## config.mk

```make
export PLATFORM = sky130hd
export DESIGN_NAME = hazard_ctrl
export DESIGN_NICKNAME = d
export VERILOG_FILES = /design/src/rtl/hazard_ctrl_pkg.sv /design/src/rtl/hazard_ctrl_fwd_sel.sv /design/src/rtl/hazard_ctrl.sv
export SDC_FILE = /design/constraint.sdc
export NUM_CORES = 1
export LEC_CHECK = 0
export ABC_AREA = 1
export BUFFER_PORTS_ARGS = -buffer_cell sky130_fd_sc_hd__clkbuf_2
export CAP_MARGIN = 20
export CORE_ASPECT_RATIO = 1.2
export CORE_MARGIN = 2
export CORE_UTILIZATION = 34
export DETAILED_ROUTE_END_ITERATION = 8
export MAX_ROUTING_LAYER = met4
export SETUP_SLACK_MARGIN = 0.02
export SYNTH_ARGS = -nofsm -noshare
export SYNTH_HDL_FRONTEND = slang
export SYNTH_SLANG_ARGS = --single-unit
```

## constraint.sdc

```tcl
create_clock -name clk -period 2.4 [get_ports clk]
set_input_delay 0.36 -clock clk [delete_from_list [all_inputs] [get_ports clk]]
set_output_delay 0.36 -clock clk [all_outputs]
set_load 0.03 [all_outputs]
```

## src/rtl/hazard_ctrl_pkg.sv

```systemverilog
// Shared core types for the hazard controller and the execute-stage operand muxes.
// Holds the forward-select encodings and the per-stage tracking record.
// No logic lives here apart from one small stage-advance helper.
package hazard_ctrl_pkg;

  // Operand source select used by the execute stage bypass muxes.
  typedef enum logic [1:0] {
    FWD_NONE = 2'b00,  // register file
    FWD_M2E  = 2'b01,  // M-stage ALU result
    FWD_W2E  = 2'b10   // writeback data
  } fwd_sel_e;

  // Per-stage record of what the datapath holds in that pipeline register.
  typedef struct packed {
    logic [4:0] rs1;
    logic [4:0] rs2;
    logic [4:0] rd;
    logic       reg_write;
    logic       mem_read;
    logic       multicycle;
  } stage_t;

  localparam stage_t STAGE_BUBBLE = '0;

  // Source indices only matter in E; drop them once an op leaves E.
  function automatic stage_t leave_execute(input stage_t s);
    stage_t r;
    r     = s;
    r.rs1 = '0;
    r.rs2 = '0;
    return r;
  endfunction

endpackage

```

## src/rtl/hazard_ctrl_fwd_sel.sv

```systemverilog
// Bypass select for one execute-stage source operand.
// Purely combinational; M-stage result wins over W, x0 never bypassed.
// Never produces code 11.
module fwd_sel
  import hazard_ctrl_pkg::*;
(
  input  logic [4:0] rs,
  input  logic [4:0] rd_M,
  input  logic       reg_write_M,
  input  logic [4:0] rd_W,
  input  logic       reg_write_W,
  output logic [1:0] sel
);

  // Pick the youngest in-flight producer of rs, ignoring writes to x0.
  always_comb begin
    sel = FWD_NONE;
    if (reg_write_M && (rd_M != 5'd0) && (rd_M == rs)) begin
      sel = FWD_M2E;
    end else if (reg_write_W && (rd_W != 5'd0) && (rd_W == rs)) begin
      sel = FWD_W2E;
    end
  end

endmodule

```

## src/rtl/hazard_ctrl.sv

```systemverilog
// Pipeline hazard controller: operand forwarding, load-use stall, multi-cycle
// E-stage hold and taken-branch flush. Outputs are combinational from tracked
// state and decode inputs; priority is branch flush > multi-cycle hold > load-use.
module hazard_ctrl
  import hazard_ctrl_pkg::*;
#(
  parameter int MC_LAT = 4  // total E cycles of a MUL/DIV, 2..15
) (
  input  logic       clk,
  input  logic       rst_n,
  input  logic [4:0] rs1_D,
  input  logic [4:0] rs2_D,
  input  logic [4:0] rd_D,
  input  logic       reg_write_D,
  input  logic       mem_read_D,
  input  logic       multicycle_D,
  input  logic       branch_taken_E,
  output logic [1:0] forward_A_E,
  output logic [1:0] forward_B_E,
  output logic       stall_F,
  output logic       stall_D,
  output logic       stall_E,
  output logic       flush_D,
  output logic       flush_E,
  output logic       mc_busy
);

  localparam logic [3:0] MC_LOAD = 4'(MC_LAT - 1);

  stage_t     e_q, e_d;
  stage_t     m_q, m_d;
  stage_t     w_q, w_d;
  logic [3:0] mc_cnt_q, mc_cnt_d;
  logic       mc_run_q, mc_run_d;   // current E op already started its count

  stage_t     dec;
  logic       mc_first;
  logic [3:0] mc_cnt_eff;
  logic       busy;
  logic       load_use;
  logic       lu_act;

  // M/W carry the full record for visibility; hazard logic only needs rd/reg_write there.
  logic unused_stage_bits;
  assign unused_stage_bits = ^{m_q.rs1, m_q.rs2, m_q.mem_read, m_q.multicycle,
                               w_q.rs1, w_q.rs2, w_q.mem_read, w_q.multicycle};

  // Hazard detection and control outputs.
  always_comb begin
    dec.rs1        = rs1_D;
    dec.rs2        = rs2_D;
    dec.rd         = rd_D;
    dec.reg_write  = reg_write_D;
    dec.mem_read   = mem_read_D;
    dec.multicycle = multicycle_D;

    // On its first E cycle the counter value is taken as the load value, so
    // the hold starts immediately and E occupancy totals MC_LAT cycles.
    mc_first   = e_q.multicycle && !mc_run_q;
    mc_cnt_eff = mc_first ? MC_LOAD : mc_cnt_q;
    busy       = (mc_cnt_eff != 4'd0);

    load_use = e_q.mem_read && (e_q.rd != 5'd0) &&
               ((e_q.rd == rs1_D) || (e_q.rd == rs2_D));
    lu_act   = load_use && !busy && !branch_taken_E;

    mc_busy = busy;
    flush_D = branch_taken_E;
    flush_E = branch_taken_E || lu_act;
    stall_F = !branch_taken_E && (busy || lu_act);
    stall_D = !branch_taken_E && (busy || lu_act);
    stall_E = !branch_taken_E && busy;
  end

  // Advance the tracking registers exactly as the datapath registers move.
  always_comb begin
    e_d      = dec;
    m_d      = leave_execute(e_q);
    w_d      = m_q;
    mc_cnt_d = 4'd0;
    mc_run_d = 1'b0;
    if (branch_taken_E) begin
      e_d = STAGE_BUBBLE;
    end else if (busy) begin
      e_d      = e_q;
      m_d      = STAGE_BUBBLE;
      mc_cnt_d = mc_cnt_eff - 4'd1;
      mc_run_d = 1'b1;
    end else if (lu_act) begin
      e_d = STAGE_BUBBLE;
    end
  end

  // State registers; reset empties the pipe and aborts any multi-cycle op.
  always_ff @(posedge clk or negedge rst_n) begin
    if (!rst_n) begin
      e_q      <= STAGE_BUBBLE;
      m_q      <= STAGE_BUBBLE;
      w_q      <= STAGE_BUBBLE;
      mc_cnt_q <= 4'd0;
      mc_run_q <= 1'b0;
    end else begin
      e_q      <= e_d;
      m_q      <= m_d;
      w_q      <= w_d;
      mc_cnt_q <= mc_cnt_d;
      mc_run_q <= mc_run_d;
    end
  end

  fwd_sel u_fwd_a (
    .rs          (e_q.rs1),
    .rd_M        (m_q.rd),
    .reg_write_M (m_q.reg_write),
    .rd_W        (w_q.rd),
    .reg_write_W (w_q.reg_write),
    .sel         (forward_A_E)
  );

  fwd_sel u_fwd_b (
    .rs          (e_q.rs2),
    .rd_M        (m_q.rd),
    .reg_write_M (m_q.reg_write),
    .rd_W        (w_q.rd),
    .reg_write_W (w_q.reg_write),
    .sel         (forward_B_E)
  );

endmodule

```

==> flow_metrics.py, run 1 <==
metrics = {
    "run_status": {
        "status": "finished clean",
    },
    "drt": {
        "drt-initial-drc-count": 59,
        "wl_met2_mm": 2.16,
        "drc_errors": 0,
        "ant_nets": 0,
        "routed_wirelength_mm": 4.19,
        "wl_met1_mm": 1.81,
        "wl_met3_um": 132,
        "via_count": 1557,
        "highest_layer": "met4",
        "routedWlPerCell_um": 12.2,
        "viasPerCell": 4.54,
        "dr.pass1.iters": 4,
    },
    "worst_setup_path": {
        "cpMaxStageDelayCell": "dfrtp_1",
        "crit_required_ps": 2040,
        "reg2reg_depth": 8,
        "r2r-start": "e_q[0]",
        "crit_path_frequent_cell": "a21oi_2",
        "path_cells": "a21oi_2 -> ha_1 -> nand3_4 -> nor2_1 -> nand2_1 -> a21oi_2 -> clkbuf_2",
        "rrSetupSlack_ps": 610,
        "path_max_fanout": 4,
        "critPathLaunch": "e_q[0]",
        "endpoint": "stall_F",
        "critical_path_class": "reg -> out",
        "end_kind": "output pin",
        "r2r-end": "mc_cnt_q[2]",
        "startpoint_type": "flop",
        "worst-endpoint-arrival_ps": 1890,
        "cpPeakStageDelay_ps": 440,
    },
    "clocking": {
        "clockBufferDepth": 2,
        "numCtsBuffers": 5,
        "cts_tree": "built",
        "htreeDepth": 2,
        "clk_pin_slew_ps": 70,
        "clock_latency_ps": 280,
        "cts_root_buffer": "clkbuf_8",
        "clock-sinks": 35,
    },
    "layout": {
        "final_cell_count_no_fill": 343,
        "final_cell_area_sq_mm": 0.00222,
        "fin_nets": 301,
        "n_antenna_cell": 0,
        "mostFrequentLayoutCells": "65 x nand2_1, 41 x nor2_1, 35 x dfrtp_1, 30 x clkbuf_2, 29 x inv_1",
        "area_growth_pct": 14.2,
        "layout-drive-gt1-share_pct": 17.9,
        "final_common_cell": "nand2_1",
        "fin_util_pct": 39.7,
    },
    "placed_design": {
        "gp_congestion": 0.820,
        "port_buffers": 30,
        "dp_slack_ps": 350,
        "dp_cells": 335,
        "hpwlAfterDp_mm": 3.21,
        "placed_cell_area_sq_mm": 0.00211,
    },
    "sta": {
        "fmax_ghz": 0.444,
        "hold_slack_ps": 180,
        "hold_viol": 0,
        "relSlewSlack_pct": 42.0,
        "layout_min_cycle_time_ps": 2250,
        "finalSetupViolations": 0,
        "worst_pin_slew_ps": 870,
        "period_share_pct": 93.9,
        "skew_ps": 4.38,
        "drv_slew": 0,
        "rsz0062_at_grt": "no",
        "setup_tns_ps": 0,
        "worst_slack_ps": 147,
    },
    "pwr": {
        "powerDensity_mw_per_mm2": 1250,
        "p_total_mw": 2.77,
        "leakage_nw": 1.26,
        "ir_worst_vdd_mv": 0.415,
    },
    "logic_synthesis": {
        "synth-simple-area-share_pct": 30.9,
        "synthCells": 248,
        "synthMuxAreaShare_pct": 0,
        "synth_xor_xnor_area_share_pct": 10.8,
        "synth-compound-area-share_pct": 1.74,
        "synth_nets": 271,
        "ys_seq_elements": 35,
        "yosysSeqAreaShare_pct": 45.0,
        "synth_area_sq_mm": 0.00195,
        "yosys_warnings": 0,
        "synthAdderAreaFrac_pct": 1.29,
        "synth_top_family_by_area": "simple AND/OR/NAND/NOR gates",
        "ys_types": 21,
        "avgSynthCellArea_sq_um": 7.85,
    },
    "die": {
        "die_area_sq_mm": 0.00635,
        "fp.dieW_um": 73.1,
        "die_y_um": 86.9,
        "rows": 30,
        "io_pins": 31,
        "start_util_pct": 34.8,
        "design.core.area_sq_mm": 0.00559,
    },
    "grt": {
        "first_global_vias": 1578,
        "antenna_found_initial": 0,
        "grt.overflow.total": 0,
        "grtUsageTotal_pct": 15.4,
        "grt_max_degree": 36,
        "grt_pass1_wl_mm": 7.29,
    },
    "flow_run": {
        "cap_violations": 0,
    },
    "worst_hold_path": {
        "hold_class": "in -> async",
    },
}
-- state kept, by name (all words and copies together) (netlist names) --
| register | count |
|---|---|
| mc_cnt_q | 4 |
| e_q | 18 |
| m_q | 6 |
| mc_run_q | 1 |
| w_q | 6 |
-- layout make-up --
type,count,area (sq um)
clock buffer,7,96.3
clock inverter,1,7.51
fill,597,3370
inverter,30,113
multi-input combinational,173,877
sequential,35,876
tap,64,80.1
timing repair buffer,33,173
-- cell families after synthesis --
| logic type | count (synthesis) |
|---|---|
| adder cells (fa/ha/maj) | 2 |
| AO/OA/AOI/OAI | 6 |
| XOR/XNOR | 24 |
| flip-flops | 35 |
| AND/OR/NAND/NOR | 141 |
| buffers and inverters | 40 |
-- per-layer routing --
layer  vias up  global-route usage, %
met3         6                   2.89
met4         0                   5.56
met2        28                   26.4
met1       711                   17.9
met5         -                      -
li1        812                      -
-- where the power goes --
group / switching, mW / internal (mW)
Combinational: 0.758 / 0.494
Clock: 0.210 / 0.261
Sequential: 0.237 / 0.813
Total: 1.20 / 1.57
-- worst max-delay path: cells and delay by family (launching register included) --
family | cells | cell delay [ps]
AO/OA/AOI/OAI | 2 | 390
adder cells (fa/ha/maj) | 1 | 240
buffers and inverters | 1 | 230
flip-flops | 1 | 440
AND/OR/NAND/NOR | 3 | 310
-- timing repair --
action / 4_1_cts / 5_1_grt
resized for setup: 0 / 2
hold buffers: 0 / 0
setup endpoints to repair: 0 / 2
buffers inserted: 0 / 0
-- Yosys cell counts, drive strengths merged --
master / number / area share [%]
nand2: 68 / 14
nor2: 42 / 8.5
dfrtp: 35 / 45
inv: 30 / 5.8
nand3: 23 / 6.6
xnor2: 15 / 6.8
xor2: 9 / 4.1
buf: 8 / 4.1
nand4: 4 / 1.3
nor3: 4 / 1.0
a21oi: 3 / 0.96
o21ai: 3 / 0.77
clkbuf: 2 / 0.39
ha: 2 / 1.3
-- how the worst min path moves through the flow --
stage / startpoint / endpoint / slack [ps] / cells past startpoint
2_1_floorplan: rst_n / e_q[0] / 60 / 0
3_3_place_gp: m_q[2] / w_q[2] / 400 / 0
4_1_cts: rst_n / w_q[3] / 210 / 1
3_5_place_dp: m_q[2] / w_q[2] / 400 / 0
6_report: rst_n / e_q[2] / 180 / 1
5_1_grt: rst_n / e_q[2] / 250 / 1
No activity file was read; power rests on OpenSTA's default activity.
==> run 2: changes to the inputs <==
--- a/config.mk
+++ b/config.mk
@@ -6,12 +6,12 @@
 export NUM_CORES = 1
 export LEC_CHECK = 0
 export ABC_AREA = 1
-export BUFFER_PORTS_ARGS = -buffer_cell sky130_fd_sc_hd__clkbuf_2
 export CAP_MARGIN = 20
 export CORE_ASPECT_RATIO = 1.2
 export CORE_MARGIN = 2
 export CORE_UTILIZATION = 34
 export DETAILED_ROUTE_END_ITERATION = 8
+export DONT_BUFFER_PORTS = 1
 export MAX_ROUTING_LAYER = met4
 export SETUP_SLACK_MARGIN = 0.02
 export SYNTH_ARGS = -nofsm -noshare
==> run 2 against run 1 <==
Non-clock buffer count down 22. Global-route usage is 0.24 points lower. Clock skew rose by 5.4 ps.
==> flow_metrics.py, run 2 (same netlist as run 1, synthesis figures left out) <==
metrics = {
    "die": {
        "fp.dieW_um": 73.1,
        "rows": 30,
        "start_util_pct": 34.8,
        "die_y_um": 86.9,
        "die_area_sq_mm": 0.00635,
        "design.core.area_sq_mm": 0.00559,
        "io_pins": 31,
    },
    "worst_setup_path": {
        "rrSetupSlack_ps": 500,
        "cpPeakStageDelay_ps": 440,
        "crit_required_ps": 2040,
        "path_max_fanout": 6,
        "r2r-end": "mc_cnt_q[1]",
        "r2r-start": "mc_run_q",
        "worst-endpoint-arrival_ps": 1960,
        "path_cells": "a21oi_2 -> ha_2 -> nand3_4 -> nor2_1 -> nand2_2 -> a21oi_2 -> buf_12",
        "cpMaxStageDelayCell": "dfrtp_1",
        "reg2reg_depth": 8,
        "startpoint_type": "flop",
        "critical_path_class": "reg -> out",
        "crit_path_frequent_cell": "a21oi_2",
        "end_kind": "output pin",
    },
    "drt": {
        "dr.pass1.iters": 5,
        "ant_nets": 0,
        "routedWlPerCell_um": 13.1,
        "via_count": 1514,
        "drc_errors": 0,
        "viasPerCell": 4.70,
        "drt-initial-drc-count": 67,
        "routed_wirelength_mm": 4.22,
    },
    "clocking": {
        "clk_pin_slew_ps": 70,
        "clockBufferDepth": 2,
        "cts_root_buffer": "clkbuf_8",
        "cts_tree": "built",
        "numCtsBuffers": 5,
        "clock_latency_ps": 290,
        "clock-sinks": 35,
        "htreeDepth": 2,
    },
    "worst_hold_path": {
        "min_from": "branch_taken_E",
        "hold_class": "in -> reg",
        "holdPathStages": 1,
        "hold_end": "mc_cnt_q[0]",
    },
    "sta": {
        "relSlewSlack_pct": 60.2,
        "finalSetupViolations": 0,
        "layout_min_cycle_time_ps": 2320,
        "fmax_ghz": 0.431,
        "hold_viol": 0,
        "rsz0062_at_grt": "no",
        "setup_tns_ps": 0,
        "worst_pin_slew_ps": 594,
        "period_share_pct": 96.7,
        "skew_ps": 9.79,
        "drv_slew": 0,
        "hold_slack_ps": 141,
    },
    "layout": {
        "n_antenna_cell": 0,
        "layout-drive-gt1-share_pct": 11.6,
        "area_growth_pct": 10.9,
        "mostFrequentLayoutCells": "64 x nand2_1, 41 x nor2_1, 35 x dfrtp_1, 29 x inv_1, 22 x nand3_1",
        "largest_register": "e_q",
        "top_regs": "e_q (18), m_q (6), w_q (6)",
        "largest_reg_flops": 18,
        "final_common_cell": "nand2_1",
        "fin_nets": 280,
    },
    "pwr": {
        "ir_worst_vdd_mv": 0.499,
        "combPwrFrac_pct": 47.0,
        "switchingPower_mw": 1.21,
        "p_seq_share_pct": 38.2,
        "powerDensity_mw_per_mm2": 1270,
        "swShare_pct": 44.0,
        "p_total_mw": 2.75,
        "clkPwrFrac_pct": 14.8,
        "internal-power_mw": 1.54,
        "leakage_nw": 1.18,
    },
    "grt": {
        "antenna_found_initial": 0,
        "grt.overflow.total": 0,
        "first_global_vias": 1481,
        "grt_max_degree": 36,
        "grtUsageTotal_pct": 15.2,
        "grt_pass1_wl_mm": 7.18,
    },
    "flow_run": {
        "cap_violations": 0,
    },
    "placed_design": {
        "hpwlAfterDp_mm": 2.96,
        "port_buffers": 0,
        "gp_congestion": 0.798,
    },
    "run_status": {
        "status": "finished clean",
    },
}
-- run 2: how the worst max path moves through the flow --
stage,startpoint,end,slack (ps),cells after the start
after floorplan,e_q[0],stall_F,60,8
after global placement,e_q[0],stall_D,190,7
after detailed placement,m_q[6],forward_A_E[1],210,5
after CTS,e_q[0],stall_F,20,7
after global routing,e_q[0],stall_F,20,7
final,e_q[0],stall_F,80,7
-- run 2: power by group through the flow --
stage / clock (mW) / sequential, mW / combinational (mW)
global placement: 0 / 1.04 / 1.18
global route: 0.445 / 1.08 / 1.45
floorplan: 0 / 0.996 / 1.09
detailed placement: 0 / 1.05 / 1.19
CTS: 0.419 / 1.05 / 1.28
finish: 0.407 / 1.05 / 1.29
-- run 2: critical path: cells and delay by family (launching register included) --
| kind | cells | cell delay [ps] |
|---|---|---|
| fa+ha+maj | 1 | 210 |
| compound gates | 2 | 400 |
| flops | 1 | 440 |
| buf+inv | 1 | 160 |
| simple gates | 3 | 450 |
-- run 2: cell type report --
cell class	count	area, sq um
inverter	30	113
timing repair buffer	11	110
clock inverter	1	5.00
sequential	35	876
clock buffer	7	76.3
fill	602	3430
tap	64	80.1
multi-input combinational	174	898
-- run 2: per-layer routing --
metal  global-route usage (%)  routed length, um  share of wire [%]  vias to the layer above
met5                        -                  0                  0                        -
met4                     4.55                 61                1.4                        0
met3                     4.17                203                4.8                        5
met2                     24.6               2020                 48                       32
met1                     18.5               1930                 46                      707
li1                         -                  -                  -                      770
-- run 2: per-stage QoR --
step                      cell area (sq um)  cells  utilization, %  setup WS, ps
after global routing                   2160    322            38.6          19.7
after floorplan                        1950    248               -          55.8
final                                  2160    322            38.6          80.1
after global placement                 2000    308            35.7           193
after CTS                              2140    320            38.2          20.3
after detailed placement               2000    308            35.7           210
-- run 2: what timing repair did --
item                                    4_1_cts  5_1_grt
pin swaps                                     2        4
cloned                                        1        0
setup buffers                                 1        2
endpoints found under the setup margin        6        2
endpoints found under the hold margin        35        0
hold buffers                                  2        0
gates resized for setup                       4        2
==> run 3: changes to the inputs <==
--- a/config.mk
+++ b/config.mk
@@ -5,7 +5,6 @@
 export SDC_FILE = /design/constraint.sdc
 export NUM_CORES = 1
 export LEC_CHECK = 0
-export ABC_AREA = 1
 export CAP_MARGIN = 20
 export CORE_ASPECT_RATIO = 1.2
 export CORE_MARGIN = 2
==> run 3 against run 2 <==
Critical path depth shrank 2. Via count grew 2.0%. Count of clock-buffer cells in the layout shrank 1. Setup slack gained 49 ps. Combinational power grew 14%. Worst hold slack lost 7.3 ps. Flip-flop and latch count is the same. Synthesized cell count shrank 19%. Area after synthesis grew 8.7%. Critical endpoint unchanged. Largest cell class unchanged.
==> flow_metrics.py, run 3 <==
metrics = {
    "clocking": {
        "cts_tree": "built",
        "clock-sinks": 35,
        "htreeDepth": 2,
        "clk_pin_slew_ps": 70,
        "clock_latency_ps": 290,
        "clockBufferDepth": 2,
        "cts_root_buffer": "clkbuf_8",
        "numCtsBuffers": 5,
    },
    "logic_synthesis": {
        "synth_nets": 225,
        "synth_area_sq_mm": 0.00211,
        "ys_seq_elements": 35,
        "yosysSeqAreaShare_pct": 41.4,
        "synth_area_leaders": "dfrtp_1 41%, nand3b_1 13%, nand4b_1 7.5%, xnor2_1 7.0%, o211ai_1 6.4%",
        "yosys_warnings": 0,
        "synth_enable_flop_cells": 0,
        "synth_top_area_share_pct": 41.4,
        "synthCells": 202,
        "synth.most_common_cell": "nand3b_1",
        "yosysTopAreaCell": "dfrtp_1",
        "ys_types": 29,
        "avgSynthCellArea_sq_um": 10.5,
        "synthFlopType": "dfrtp_1",
        "async_reset_ff_share_pct": 100,
        "synth_common_cells": "36 x nand3b_1, 35 x dfrtp_1, 18 x nand4b_1, 18 x o211ai_1, 17 x xnor2_1",
    },
    "sta": {
        "setup_tns_ps": 0,
        "drv_slew": 0,
        "worst_pin_slew_ps": 319,
        "skew_ps": 11.2,
        "rsz0062_at_grt": "no",
        "relSlewSlack_pct": 78.6,
        "fmax_ghz": 0.440,
        "layout_min_cycle_time_ps": 2270,
        "worst_slack_ps": 129,
        "period_share_pct": 94.6,
        "finalSetupViolations": 0,
        "hold_viol": 0,
    },
    "pwr": {
        "leakage_nw": 0.933,
        "combPwrFrac_pct": 50.0,
        "powerDensity_mw_per_mm2": 1240,
        "p_total_mw": 2.95,
        "switchingPower_mw": 1.30,
        "ir_worst_vdd_mv": 0.657,
        "p_seq_share_pct": 35.4,
        "clkPwrFrac_pct": 14.7,
        "internal-power_mw": 1.65,
        "swShare_pct": 44.0,
    },
    "layout": {
        "top_regs": "e_q (18), m_q (6), w_q (6)",
        "layout-drive-gt1-share_pct": 17.0,
        "largest_register": "e_q",
        "n_antenna_cell": 0,
        "fin_nets": 229,
        "largest_reg_flops": 18,
        "area_growth_pct": 12.1,
        "final_common_cell": "nand3b_1",
        "fin_util_pct": 39.4,
        "mostFrequentLayoutCells": "36 x nand3b_1, 34 x dfrtp_1, 18 x nand4b_1, 18 x o211ai_1, 17 x xnor2_1",
    },
    "die": {
        "start_util_pct": 35.2,
        "die_area_sq_mm": 0.00687,
        "design.core.area_sq_mm": 0.00601,
        "rows": 31,
        "die_y_um": 90.4,
        "fp.dieW_um": 76.0,
        "io_pins": 31,
    },
    "run_status": {
        "status": "finished clean",
    },
    "grt": {
        "grtUsageTotal_pct": 14.8,
        "grt.overflow.total": 0,
        "grt_pass1_wl_mm": 7.82,
        "first_global_vias": 1516,
        "grt_max_degree": 63,
        "antenna_found_initial": 0,
    },
    "worst_setup_path": {
        "end_kind": "output pin",
        "cp_num_buf_inv": 1,
        "startpoint_type": "flop",
        "cpMaxStageDelayCell": "or4_1",
        "critical_path_class": "reg -> out",
        "path_cells": "or4_1 -> o21ai_2 -> nor2_2 -> a21o_1 -> buf_12",
        "reg2reg_depth": 5,
        "cpPeakStageDelay_ps": 560,
        "worst-endpoint-arrival_ps": 1910,
        "cp_num_cells": 5,
        "path_max_fanout": 5,
        "crit_required_ps": 2040,
        "critPathTopFamily": "simple AND/OR/NAND/NOR gates",
    },
    "drt": {
        "routedWlPerCell_um": 16.6,
        "drc_errors": 0,
        "dr.pass1.iters": 4,
        "ant_nets": 0,
        "drt-initial-drc-count": 64,
        "viasPerCell": 5.36,
        "routed_wirelength_mm": 4.78,
        "via_count": 1545,
    },
    "worst_hold_path": {
        "hold_class": "in -> reg",
        "holdPathStages": 1,
    },
    "placed_design": {
        "hpwlAfterDp_mm": 3.34,
        "gp_congestion": 0.778,
        "port_buffers": 0,
        "dp_slack_ps": 316,
    },
    "flow_run": {
        "cap_violations": 0,
    },
}
==> run 3: power by group through the flow <==
| stage | Sequential [mW] | Clock, mW | Combinational (mW) |
|---|---|---|---|
| after floorplan | 0.980 | 0 | 1.21 |
| after detailed placement | 1.06 | 0 | 1.44 |
| after CTS | 1.05 | 0.444 | 1.46 |
| after global routing | 1.07 | 0.470 | 1.62 |
| final | 1.04 | 0.432 | 1.47 |
| after global placement | 1.05 | 0 | 1.42 |
==> run 3: final cells by class <==
class	count	area, sq um
Multi-Input combinational cell	147	1150
Sequential cell	35	877
Inverter	1	3.75
Clock inverter	1	5.00
Fill cell	610	3640
Tap cell	82	103
Clock buffer	6	82.6
Timing Repair Buffer	16	148
==> run 3: what timing repair did <==
| item | CTS | global route |
|---|---|---|
| setup endpoints to repair | 2 | 3 |
| resized for setup | 1 | 2 |
| hold endpoints to repair | 35 | 0 |
| pin swaps | 0 | 4 |
| hold buffers | 2 | 0 |
| setup buffers | 0 | 2 |
==> run 3: per-stage QoR <==
step / cell area (sq um) / instances / hold WS [ps]
global placement: 2230 / 277 / 65.0
detailed placement: 2230 / 277 / 65.0
global route: 2370 / 288 / 120
finish: 2370 / 288 / 133
CTS: 2350 / 286 / 124
floorplan: 2130 / 202 / 64.4
==> run 3: logic make-up after synthesis <==
| logic type | count (synthesis) | synth area share, % |
|---|---|---|
| and+or+nand+nor | 88 | 30.4 |
| DFF | 35 | 41.4 |
| xor gates and xnor gates | 32 | 13.3 |
| AOI/OAI and AO/OA | 25 | 8.64 |
| buffers and inverters | 20 | 5.15 |
| adders and majority gates | 2 | 1.18 |
==> run 3: final timing paths <==
kind / startpoint / endpoint / slack (ps)
max in group asynchronous: rst_n / m_q[5] / 1670
worst max register to register: e_q[4] / e_q[12] / 570
worst min-delay path: branch_taken_E / mc_cnt_q[1] / 130
worst min register to register: m_q[2] / w_q[2] / 420
min in group asynchronous: rst_n / mc_cnt_q[0] / 530
worst max-delay path: e_q[4] / stall_F / 130
==> run 3: metal layers <==
metal	share of wire (%)	GRT usage [%]
met5	0	-
met4	2.3	6.67
met3	4.9	3.70
met2	51	24.0
met1	42	17.5
==> run 3: worst register-to-register path, stage by stage (launching register included) <==
cell	delay (ps)
dfrtp_1	450
or4_1	560
o21ai_2	210
buf_4	280
nand4b_1	130
o211ai_1	110
